**config.mk**
```make
export PLATFORM = sky130hd
export DESIGN_NAME = permutation_sequencer
export DESIGN_NICKNAME = d
export VERILOG_FILES = /design/src/rtl/perm_seq_pkg.sv /design/src/rtl/perm_word_counter.sv /design/src/rtl/permutation_sequencer.sv
export SDC_FILE = /design/constraint.sdc
export NUM_CORES = 1
export LEC_CHECK = 0
export BUFFER_PORTS_ARGS = -buffer_cell sky130_fd_sc_hd__buf_2
export CAP_MARGIN = 25
export CELL_PAD_IN_SITES_DETAIL_PLACEMENT = 2
export CELL_PAD_IN_SITES_GLOBAL_PLACEMENT = 2
export CORE_AREA = 2 2 182 184
export DETAILED_ROUTE_END_ITERATION = 8
export DIE_AREA = 0 0 184 186
export MAX_ROUTING_LAYER = met4
export PLACE_DENSITY_LB_ADDON = 0.1
export SLEW_MARGIN = 10
export SYNTH_ARGS = -nofsm -noshare
export SYNTH_HDL_FRONTEND = slang
export SYNTH_SLANG_ARGS = --single-unit
export TNS_END_PERCENT = 10
```
**constraint.sdc**
```tcl
create_clock -name clk -period 4.71 [get_ports clk]
set_input_delay 0.7065 -clock clk [delete_from_list [all_inputs] [get_ports clk]]
set_output_delay 0.7065 -clock clk [all_outputs]
set_load 0.03 [all_outputs]
```
**src/rtl/perm_seq_pkg.sv**
```systemverilog
// Shared definitions for the permutation sequencer.
//   state_t : FSM state encoding (Fill, Kick, WaitLo, WaitHi, Drain; 3 bits)
//   clog2   : ceiling log2, used for counter widths
//   *_DEF   : default stream width, block size and watchdog limit
package perm_seq_pkg;

    localparam int W_DEF     = 32;
    localparam int WORDS_DEF = 4;
    localparam int TMO_DEF   = 64;

    typedef enum logic [2:0] {
        ST_FILL   = 3'd0,
        ST_KICK   = 3'd1,
        ST_WAITLO = 3'd2,
        ST_WAITHI = 3'd3,
        ST_DRAIN  = 3'd4
    } state_t;

    // Smallest r with 2**r >= value.
    function automatic int clog2(input int value);
        int r;
        r = 0;
        while ((1 << r) < value) begin
            r = r + 1;
        end
        return r;
    endfunction

endpackage

```
**src/rtl/perm_word_counter.sv**
```systemverilog
// Word index counter shared by the fill and drain phases.
// Ports:
//   clk, rstN : clock, asynchronous active-low reset
//   clr       : synchronous clear (wins over en)
//   en        : advance by one
//   cnt       : current word index
//   tc        : high when cnt is the last index (WORDS-1)
module perm_word_counter
    import perm_seq_pkg::*;
#(
    parameter int WORDS = WORDS_DEF,
    parameter int CW    = (clog2(WORDS) > 0) ? clog2(WORDS) : 1
) (
    input  logic          clk,
    input  logic          rstN,
    input  logic          clr,
    input  logic          en,
    output logic [CW-1:0] cnt,
    output logic          tc
);

    logic [CW-1:0] cnt_r;

    // Index register; the owner clears it on the terminal transfer so it never wraps.
    always_ff @(posedge clk or negedge rstN) begin
        if (!rstN) begin
            cnt_r <= {CW{1'b0}};
        end else if (clr) begin
            cnt_r <= {CW{1'b0}};
        end else if (en) begin
            cnt_r <= cnt_r + {{(CW-1){1'b0}}, 1'b1};
        end else begin
            cnt_r <= cnt_r;
        end
    end

    assign cnt = cnt_r;
    assign tc  = (cnt_r == CW'(WORDS - 1));

endmodule

```
**src/rtl/permutation_sequencer.sv**
```systemverilog
// Start/ready initiator for the permutation core: gathers WORDS stream words
// into a block, kicks the core, captures its result and streams it back out.
// Optional watchdog: define PERM_SEQ_TIMEOUT_EN to enable tmoErr.
// Ports:
//   clk, rstN                  : clock, asynchronous active-low reset
//   inValid/inReady/inData     : input word stream (word 0 first, bits [W-1:0])
//   outValid/outReady/outData  : output word stream, outLast on word WORDS-1
//   permStart/permReady        : core handshake (one-cycle start, ready = idle)
//   permIn/permOut             : core parallel block in / result out
//   busy                       : high in every state except Fill
//   tmoErr                     : sticky watchdog error (0 without the watchdog)
module permutation_sequencer
    import perm_seq_pkg::*;
#(
    parameter int W     = W_DEF,
    parameter int WORDS = WORDS_DEF,
    parameter int TMO   = TMO_DEF
) (
    input  logic               clk,
    input  logic               rstN,
    input  logic               inValid,
    output logic               inReady,
    input  logic [W-1:0]       inData,
    output logic               outValid,
    input  logic               outReady,
    output logic [W-1:0]       outData,
    output logic               outLast,
    output logic               permStart,
    input  logic               permReady,
    output logic [W*WORDS-1:0] permIn,
    input  logic [W*WORDS-1:0] permOut,
    output logic               busy,
    output logic               tmoErr
);

    localparam int CW = (clog2(WORDS) > 0) ? clog2(WORDS) : 1;
    localparam int BW = W * WORDS;

    state_t          state_r, state_nx_s;
    logic [CW-1:0]   word_cnt_s;
    logic            word_tc_s;
    logic            in_fire_s, out_fire_s, cnt_en_s, cnt_clr_s;
    logic            capture_s, miss_s, retry_s;
    logic            lo_cnt_r, retry_r;
    logic            tmo_set_s, tmo_err_r;
    logic [BW-1:0]   perm_in_r, res_r;
    logic            in_ready_r, out_valid_r, perm_start_r, busy_r;

    perm_word_counter #(.WORDS(WORDS), .CW(CW)) u_cnt (
        .clk  (clk),
        .rstN (rstN),
        .clr  (cnt_clr_s),
        .en   (cnt_en_s),
        .cnt  (word_cnt_s),
        .tc   (word_tc_s)
    );

    // in_ready_r / out_valid_r are exact decodes of Fill / Drain.
    assign in_fire_s  = inValid & in_ready_r;
    assign out_fire_s = out_valid_r & outReady;
    assign cnt_en_s   = in_fire_s | out_fire_s;
    assign cnt_clr_s  = cnt_en_s & word_tc_s;
    assign capture_s  = (state_r == ST_WAITHI) & permReady;
    // Core still idle on the second WaitLo cycle: it missed the start pulse.
    assign miss_s     = (state_r == ST_WAITLO) & permReady & lo_cnt_r;

`ifdef PERM_SEQ_TIMEOUT_EN
    localparam int TW = (clog2(TMO) > 0) ? clog2(TMO) : 1;
    logic [TW-1:0] wd_r;
    logic          waiting_s, wd_fire_s;

    assign waiting_s = (state_r == ST_WAITLO) | (state_r == ST_WAITHI);
    assign wd_fire_s = waiting_s & (wd_r == TW'(TMO - 1));
    // A repeated missed start is treated like a watchdog expiry.
    assign tmo_set_s = wd_fire_s | (miss_s & retry_r);

    // Watchdog: counts consecutive waiting cycles, restarts outside them.
    always_ff @(posedge clk or negedge rstN) begin
        if (!rstN) begin
            wd_r <= {TW{1'b0}};
        end else if (waiting_s & ~wd_fire_s) begin
            wd_r <= wd_r + {{(TW-1){1'b0}}, 1'b1};
        end else begin
            wd_r <= {TW{1'b0}};
        end
    end
`else
    assign tmo_set_s = 1'b0;
`endif

    // Next-state logic.
    always_comb begin
        state_nx_s = state_r;
        retry_s    = 1'b0;
        case (state_r)
            ST_FILL: begin
                if (in_fire_s & word_tc_s) state_nx_s = ST_KICK;
                else                       state_nx_s = state_r;
            end
            ST_KICK: begin
                state_nx_s = ST_WAITLO;
            end
            ST_WAITLO: begin
                if (!permReady) begin
                    state_nx_s = ST_WAITHI;
                end else if (miss_s) begin
                    state_nx_s = ST_KICK;
                    retry_s    = 1'b1;
                end else begin
                    state_nx_s = state_r;
                end
            end
            ST_WAITHI: begin
                if (permReady) state_nx_s = ST_DRAIN;
                else           state_nx_s = state_r;
            end
            ST_DRAIN: begin
                if (out_fire_s & word_tc_s) state_nx_s = ST_FILL;
                else                        state_nx_s = state_r;
            end
            default: begin
                state_nx_s = ST_FILL;
            end
        endcase
        if (tmo_set_s) state_nx_s = ST_FILL;
        else           state_nx_s = state_nx_s;
    end

    // State, retry bookkeeping and registered handshake outputs.
    always_ff @(posedge clk or negedge rstN) begin
        if (!rstN) begin
            state_r      <= ST_FILL;
            lo_cnt_r     <= 1'b0;
            retry_r      <= 1'b0;
            tmo_err_r    <= 1'b0;
            in_ready_r   <= 1'b1;
            busy_r       <= 1'b0;
            perm_start_r <= 1'b0;
            out_valid_r  <= 1'b0;
        end else begin
            state_r      <= state_nx_s;
            // Second consecutive WaitLo cycle marker; a fresh Kick restarts it.
            lo_cnt_r     <= (state_r == ST_WAITLO) && (state_nx_s == ST_WAITLO);
            retry_r      <= (state_r == ST_FILL) ? 1'b0 : (retry_r | retry_s);
            tmo_err_r    <= tmo_err_r | tmo_set_s;
            in_ready_r   <= (state_nx_s == ST_FILL);
            busy_r       <= (state_nx_s != ST_FILL);
            perm_start_r <= (state_nx_s == ST_KICK);
            out_valid_r  <= (state_nx_s == ST_DRAIN);
        end
    end

    // Block input and result registers; permIn only changes while filling.
    always_ff @(posedge clk or negedge rstN) begin
        if (!rstN) begin
            perm_in_r <= {BW{1'b0}};
            res_r     <= {BW{1'b0}};
        end else begin
            if (in_fire_s) perm_in_r[int'(word_cnt_s)*W +: W] <= inData;
            else           perm_in_r <= perm_in_r;
            if (capture_s) res_r <= permOut;
            else           res_r <= res_r;
        end
    end

    // Output word select; held by the stable index while outReady is low.
    always_comb begin
        outData = {W{1'b0}};
        outData = res_r[int'(word_cnt_s)*W +: W];
    end

    assign inReady   = in_ready_r;
    assign outValid  = out_valid_r;
    assign outLast   = out_valid_r & word_tc_s;
    assign permStart = perm_start_r;
    assign permIn    = perm_in_r;
    assign busy      = busy_r;
    assign tmoErr    = tmo_err_r;

endmodule
```
==> results of run 1 <==
[power breakdown]
part           switching, mW  total [mW]  leakage [nW]  internal, mW
registers              0.620        3.95          3.42          3.33
logic                   3.16        5.25          3.39          2.09
clock network          0.957        2.41         0.507          1.45
[Yosys cell counts]
master / n / area share
ha_1: 5 / 0.0055
nor4_1: 1 / 0.00055
nor2b_1: 1 / 0.00055
mux2_2: 30 / 0.029
mux4_2: 32 / 0.063
nor2_1: 3 / 0.00098
buf_4: 5 / 0.0033
nand2b_1: 1 / 0.00055
a22oi_1: 1 / 0.00065
and2_1: 1 / 0.00055
nand4b_4: 1 / 0.0021
a21oi_1: 2 / 0.00087
o21ai_0: 111 / 0.048
dfrtp_1: 265 / 0.58
buf_6: 11 / 0.011
clkbuf_1: 28 / 0.0092
nor3b_2: 3 / 0.0033
nand2_1: 261 / 0.085
nor3_1: 3 / 0.0013
nand3_1: 7 / 0.0031
o21a_1: 1 / 0.00065
conb_1: 1 / 0.00033
clkbuf_2: 2 / 0.00087
or3_1: 1 / 0.00055
and3b_1: 2 / 0.0015
dfstp_2: 1 / 0.0023
buf_2: 18 / 0.0079
inv_1: 3 / 0.00098
a21o_1: 2 / 0.0013
mux2_4: 98 / 0.13
o21ai_1: 19 / 0.0083
[metal layers]
metal  vias up  part of all wire  global-route usage
met4         0             0.019              0.0448
met3        47             0.072              0.0587
li1       3775                 -                   -
met2       230              0.49               0.350
met5         -                 0                   -
met1      4130              0.42               0.259
[metrics by stage]
| stage | setup slack, ns | hold WS [ns] |
|---|---|---|
| after floorplan | 2.57 | 0.411 |
| after global placement | 1.87 | 0.456 |
| final | 1.47 | 0.251 |
| after CTS | 1.38 | 0.291 |
| after global routing | 1.32 | 0.289 |
| after detailed placement | 1.87 | 0.465 |
[state kept, by name, indices dropped and copies added (netlist names)]
name       cells
busy           1
inReady        1
lo_cnt_r       1
outValid       1
permIn       128
permStart      1
res_r        128
state_r        3
u_cnt.cnt      2
[worst reg2reg max path, delay by kind of cell, from the launching register on]
family | cells | cell delay, ns
and+or+nand+nor | 1 | 0.63
muxes | 1 | 0.47
buffers and inverters | 1 | 0.85
DFF | 1 | 0.50
[path summary, 6_finish.rpt]
kind                                                 to  slack (ns)
worst max-delay path                        outData[28]        1.47
worst min-delay path              permIn[8]$_DFFE_PN0P_        0.25
worst max register to register    res_r[95]$_DFFE_PN0P_        2.14
worst min register to register   permIn[35]$_DFFE_PN0P_        0.47
max in group asynchronous       permIn[124]$_DFFE_PN0P_        3.44
min in group clk                  res_r[74]$_DFFE_PN0P_        0.38
[cell families (layout without fill, tap and decap cells)]
family,after synthesis,after routing
AOI/OAI and AO/OA,136,136
adders and majority gates,5,5
buffers and inverters,67,403
DFF,266,266
muxes,160,160
other,1,16
and+or+nand+nor,285,285
[final cells by class]
class,count,area [sq um]
clock buffer,47,926
sequential,266,6660
clock inverter,9,97.6
multi-input combinational,587,4480
fill,3346,17700
tap,408,510
inverter,3,11.3
antenna,15,37.5
timing repair buffer,344,1830
==> flow_metrics.tcl, run 1 <==
set metrics [dict create \
    crit_start "u_cnt.cnt[0]$_DFFE_PN0P_" \
    clock_latency_ns 0.55 \
    cts_buffer_depth 3 \
    setup_viol 0 \
    totalPowerFinal_mw 11.6 \
    core_area_sq_um 32200 \
    grt_first_pass_wirelength_um 54300 \
    clock_skew_ns 0.0126 \
    synth.distinct_cells 31 \
    cts_resized 0 \
    maxCapViolCount 0 \
    die_w_um 184 \
    startpoint_type "flip-flop" \
    fmax_ghz 0.309 \
    path_max_fanout 34 \
    vias 8182 \
    power.leakage_nw 7.31 \
    synth_top_family_by_area "multiplexers" \
    hpwl_um 23700 \
    place_congestion 0.746 \
    vdd_drop_max_uv 361 \
    drt-total-wl_um 34800 \
    cts_sinks 266 \
    grt_antenna_before_repair 15 \
    end_kind "output pin" \
    finalNonFillerCells 1679 \
    reg2reg_from "state_r[2]$_DFF_PN0_" \
    drc 0 \
    numPortBuffers 329 \
    dr.pass1.iters 4 \
    route.detailed.wl_per_inst_um 20.7 \
    finalNetCount 1403 \
    worstPathBufferInverterCount 2 \
    yosys_register_bits 266 \
    crit_family "buffers and inverters" \
    h-tree-depth 1 \
    period_needed_ns 3.24 \
    worstMarginPinSlew_ns 0.962 \
    cp.required_ns 4.00 \
    synth_mux_area_frac 0.221 \
    max-slew-margin-rel 0.359 \
    crit_type "flip-flop to output pin" \
    synth_area_sq_um 11500 \
    synth_seq_area_share 0.580 \
    slew_viol_final 0 \
    synth_compound_area_frac 0.0602 \
    rows 66 \
    post_cts_buffers 0 \
    synth-simple-area-share 0.100 \
    cp.arrival_ns 2.53 \
    status "complete, no violations" \
    die_h_um 186 \
    post-route-period-util 0.688 \
    synthAdderAreaFrac 0.00545 \
    synthCells 920 \
    drtIter0Drc 385 \
    worst_r2r_path_depth 3 \
    placed_area_sq_um 13500 \
    post_synth.cell_area_avg_sq_um 12.5 \
    final_common_cell "buf_2" \
    rsz0062_at_grt "no" \
    crit_path_cell_trace "buf_4, mux4_2, buf_2" \
    dieArea_sq_um 34200 \
    hold_viol 0 \
    fin_setup_tns_ns 0 \
    power_density_nw_per_um2 798 \
    path_clk_slew_ns 0.07 \
    cp.depth 3 \
    cts_tree "built" \
    fin_util 0.452 \
    synth-xor-area-share 0 \
    dpl.cell_count 1608 \
    grt_pass1_vias 9156 \
    final_cell_mix "buf_2, dfrtp_1, nand2_1" \
    slowest_stage "mux4_2" \
    grt_start_max_net_pins 121 \
    initial_utilization 0.356 \
    overflow 0 \
    cpPeakStageDelay_ns 0.65 \
    design_area_sq_um 14500 \
    ant_nets 0 \
    cts_buffers 31 \
    ctsHoldBuffers 0 \
    io_pins 331 \
    track_usage 0.211 \
    drive_gt1_frac 0.448 \
    viasPerCell 4.87 \
    hp-class "input pin to asynchronous set/reset pin" \
    synthToLayoutAreaGrowth_pct 26.8 \
    yosysWarnings 0 \
    clock-root-buffer "clkbuf_16" \
    synth_fp_nets 1090 \
]
Power figures use the tool's default switching activity.
==> run 2, diff against run 1 <==
--- a/config.mk
+++ b/config.mk
@@ -9,9 +9,9 @@
 export CAP_MARGIN = 25
 export CELL_PAD_IN_SITES_DETAIL_PLACEMENT = 2
 export CELL_PAD_IN_SITES_GLOBAL_PLACEMENT = 2
-export CORE_AREA = 2 2 182 184
+export CORE_AREA = 2 2 187 189
 export DETAILED_ROUTE_END_ITERATION = 8
-export DIE_AREA = 0 0 184 186
+export DIE_AREA = 0 0 189 191
 export MAX_ROUTING_LAYER = met4
 export PLACE_DENSITY_LB_ADDON = 0.1
 export SLEW_MARGIN = 10
==> constraint.sdc (replaced) <==
create_clock -name clk -period 3.28 [get_ports clk]
set_input_delay 0.492 -clock clk [delete_from_list [all_inputs] [get_ports clk]]
set_output_delay 0.492 -clock clk [all_outputs]
set_load 0.03 [all_outputs]
==> flow_metrics.tcl, run 2 (synthesis gave the netlist of run 1 again) <==
set metrics [dict create \
    totalPowerFinal_mw 16.8 \
    hold_viol 0 \
    slew_viol_final 0 \
    fin_setup_tns_ns 0 \
    dieArea_sq_um 36100 \
    grt_pass1_vias 9171 \
    cp.required_ns 2.79 \
    viasPerCell 4.73 \
    multi_input_area_sq_um 4480 \
    placed_area_sq_um 13600 \
    final_cell_mix "buf_2, dfrtp_1, nand2_1" \
    ant_nets 0 \
    core_area_sq_um 34100 \
    cts_sinks 266 \
    die_h_um 191 \
    drc 0 \
    drtIter0Drc 316 \
    finalNetCount 1407 \
    dr.pass1.iters 4 \
    final_common_cell "buf_2" \
    fillers 3553 \
    initial_utilization 0.336 \
    cts_buffers 31 \
    maxCapViolCount 0 \
    clock_latency_ns 0.54 \
    io_pins 331 \
    status "complete, no violations" \
    period_needed_ns 2.69 \
    synthToLayoutAreaGrowth_pct 28.0 \
    rows 68 \
    grt_start_max_net_pins 124 \
    h-tree-depth 1 \
    path_clk_slew_ns 0.06 \
    final-seq-area_sq_um 6660 \
    cts_tree "built" \
    cp.arrival_ns 2.20 \
    drt-total-wl_um 35200 \
    max-slew-margin-rel 0.387 \
    drive_gt1_frac 0.450 \
    path_max_fanout 28 \
    hp-class "input pin to flip-flop" \
    hpwl_um 24800 \
    fmax_ghz 0.372 \
    design_area_sq_um 14700 \
    worstMarginPinSlew_ns 0.919 \
    cts_buffer_depth 3 \
    startpoint_type "flip-flop" \
    clock_skew_ns 0.00895 \
    die_w_um 189 \
    vdd_drop_max_uv 606 \
    clock-root-buffer "clkbuf_16" \
    rsz0062_at_grt "no" \
    numPortBuffers 329 \
    grt_antenna_before_repair 14 \
    power_density_nw_per_um2 1140 \
    power.leakage_nw 7.36 \
    setup_viol 0 \
    place_congestion 0.760 \
    crit_type "flip-flop to output pin" \
    vias 8178 \
    end_kind "output pin" \
    overflow 0 \
    cts_resized 0 \
    grt_first_pass_wirelength_um 55300 \
    track_usage 0.203 \
    post-route-period-util 0.821 \
    route.detailed.wl_per_inst_um 20.4 \
]
[run 2: changes by cell type in the layout (fill, tap and decap cells not counted)]
| cell | delta |
|---|---|
| buf_16 | -1 |
| dlygate4sd3_1 | +1 |
| clkinvlp_4 | -1 |
| clkbuf_1 | -2 |
| diode_2 | -1 |
| buf_12 | +4 |
| clkinv_2 | +1 |
| bufinv_16 | +1 |
[run 2: path summary, 6_finish.rpt]
check                                      endpoint  slack [ns]                     start  depth (start not counted)
min reg2reg                  permIn[83]$_DFFE_PN0P_        0.47    permIn[83]$_DFFE_PN0P_                          2
max                                     outData[24]        0.59  u_cnt.cnt[1]$_DFFE_PN0P_                          3
min in group asynchronous    permIn[10]$_DFFE_PN0P_        0.54                      rstN                          2
max in group asynchronous  u_cnt.cnt[0]$_DFFE_PN0P_        1.87                      rstN                          3
max reg2reg                  permIn[85]$_DFFE_PN0P_        1.09  u_cnt.cnt[1]$_DFFE_PN0P_                          6
min                          res_r[114]$_DFFE_PN0P_        0.17              permOut[114]                          2
[run 2: what timing repair did]
| action | 4_1_cts | 5_1_grt |
|---|---|---|
| buffers inserted | 0 | 0 |
| hold endpoints to repair | 8 | 0 |
| hold buffers | 1 | 0 |
[run 2: through the flow]
step | setup slack [ns] | cells | util | hold slack [ns]
finish | 0.589 | 1728 | 0.430 | 0.173
global route | 0.456 | 1728 | 0.430 | 0.145
CTS | 0.500 | 1714 | 0.429 | 0.143
floorplan | 1.14 | 920 | - | 0.196
detailed placement | 1.03 | 1658 | 0.398 | 0.465
global placement | 1.10 | 1658 | 0.398 | 0.456
[run 2: worst max-delay path, cell delays in order (launching register included)]
cell and delay, ns:
dfrtp_1 0.54, buf_4 0.49, mux4_2 0.41, buf_2 0.20
[run 2: layout make-up]
type / instances / share of cell area
diodes: 14 / 0.00239
clock buffers: 45 / 0.0625
clock inverters: 10 / 0.00852
inverters: 3 / 0.000767
multi-input cells: 587 / 0.305
flip-flops and latches: 266 / 0.453
well taps: 455 / 0.0388
repair buffers: 348 / 0.129
[run 2: where the power goes]
group          total, mW  switching [mW]  internal, mW
combinational       7.53            4.51          3.03
sequential          5.70           0.920          4.78
clock               3.52            1.37          2.15
[run 2: metal layers]
layer,vias to the layer above,track usage,wire length [um]
li1,3783,-,-
met1,4123,0.249,14800
met2,229,0.329,17200
met3,43,0.0635,2670
met4,0,0.0421,590
met5,-,-,0
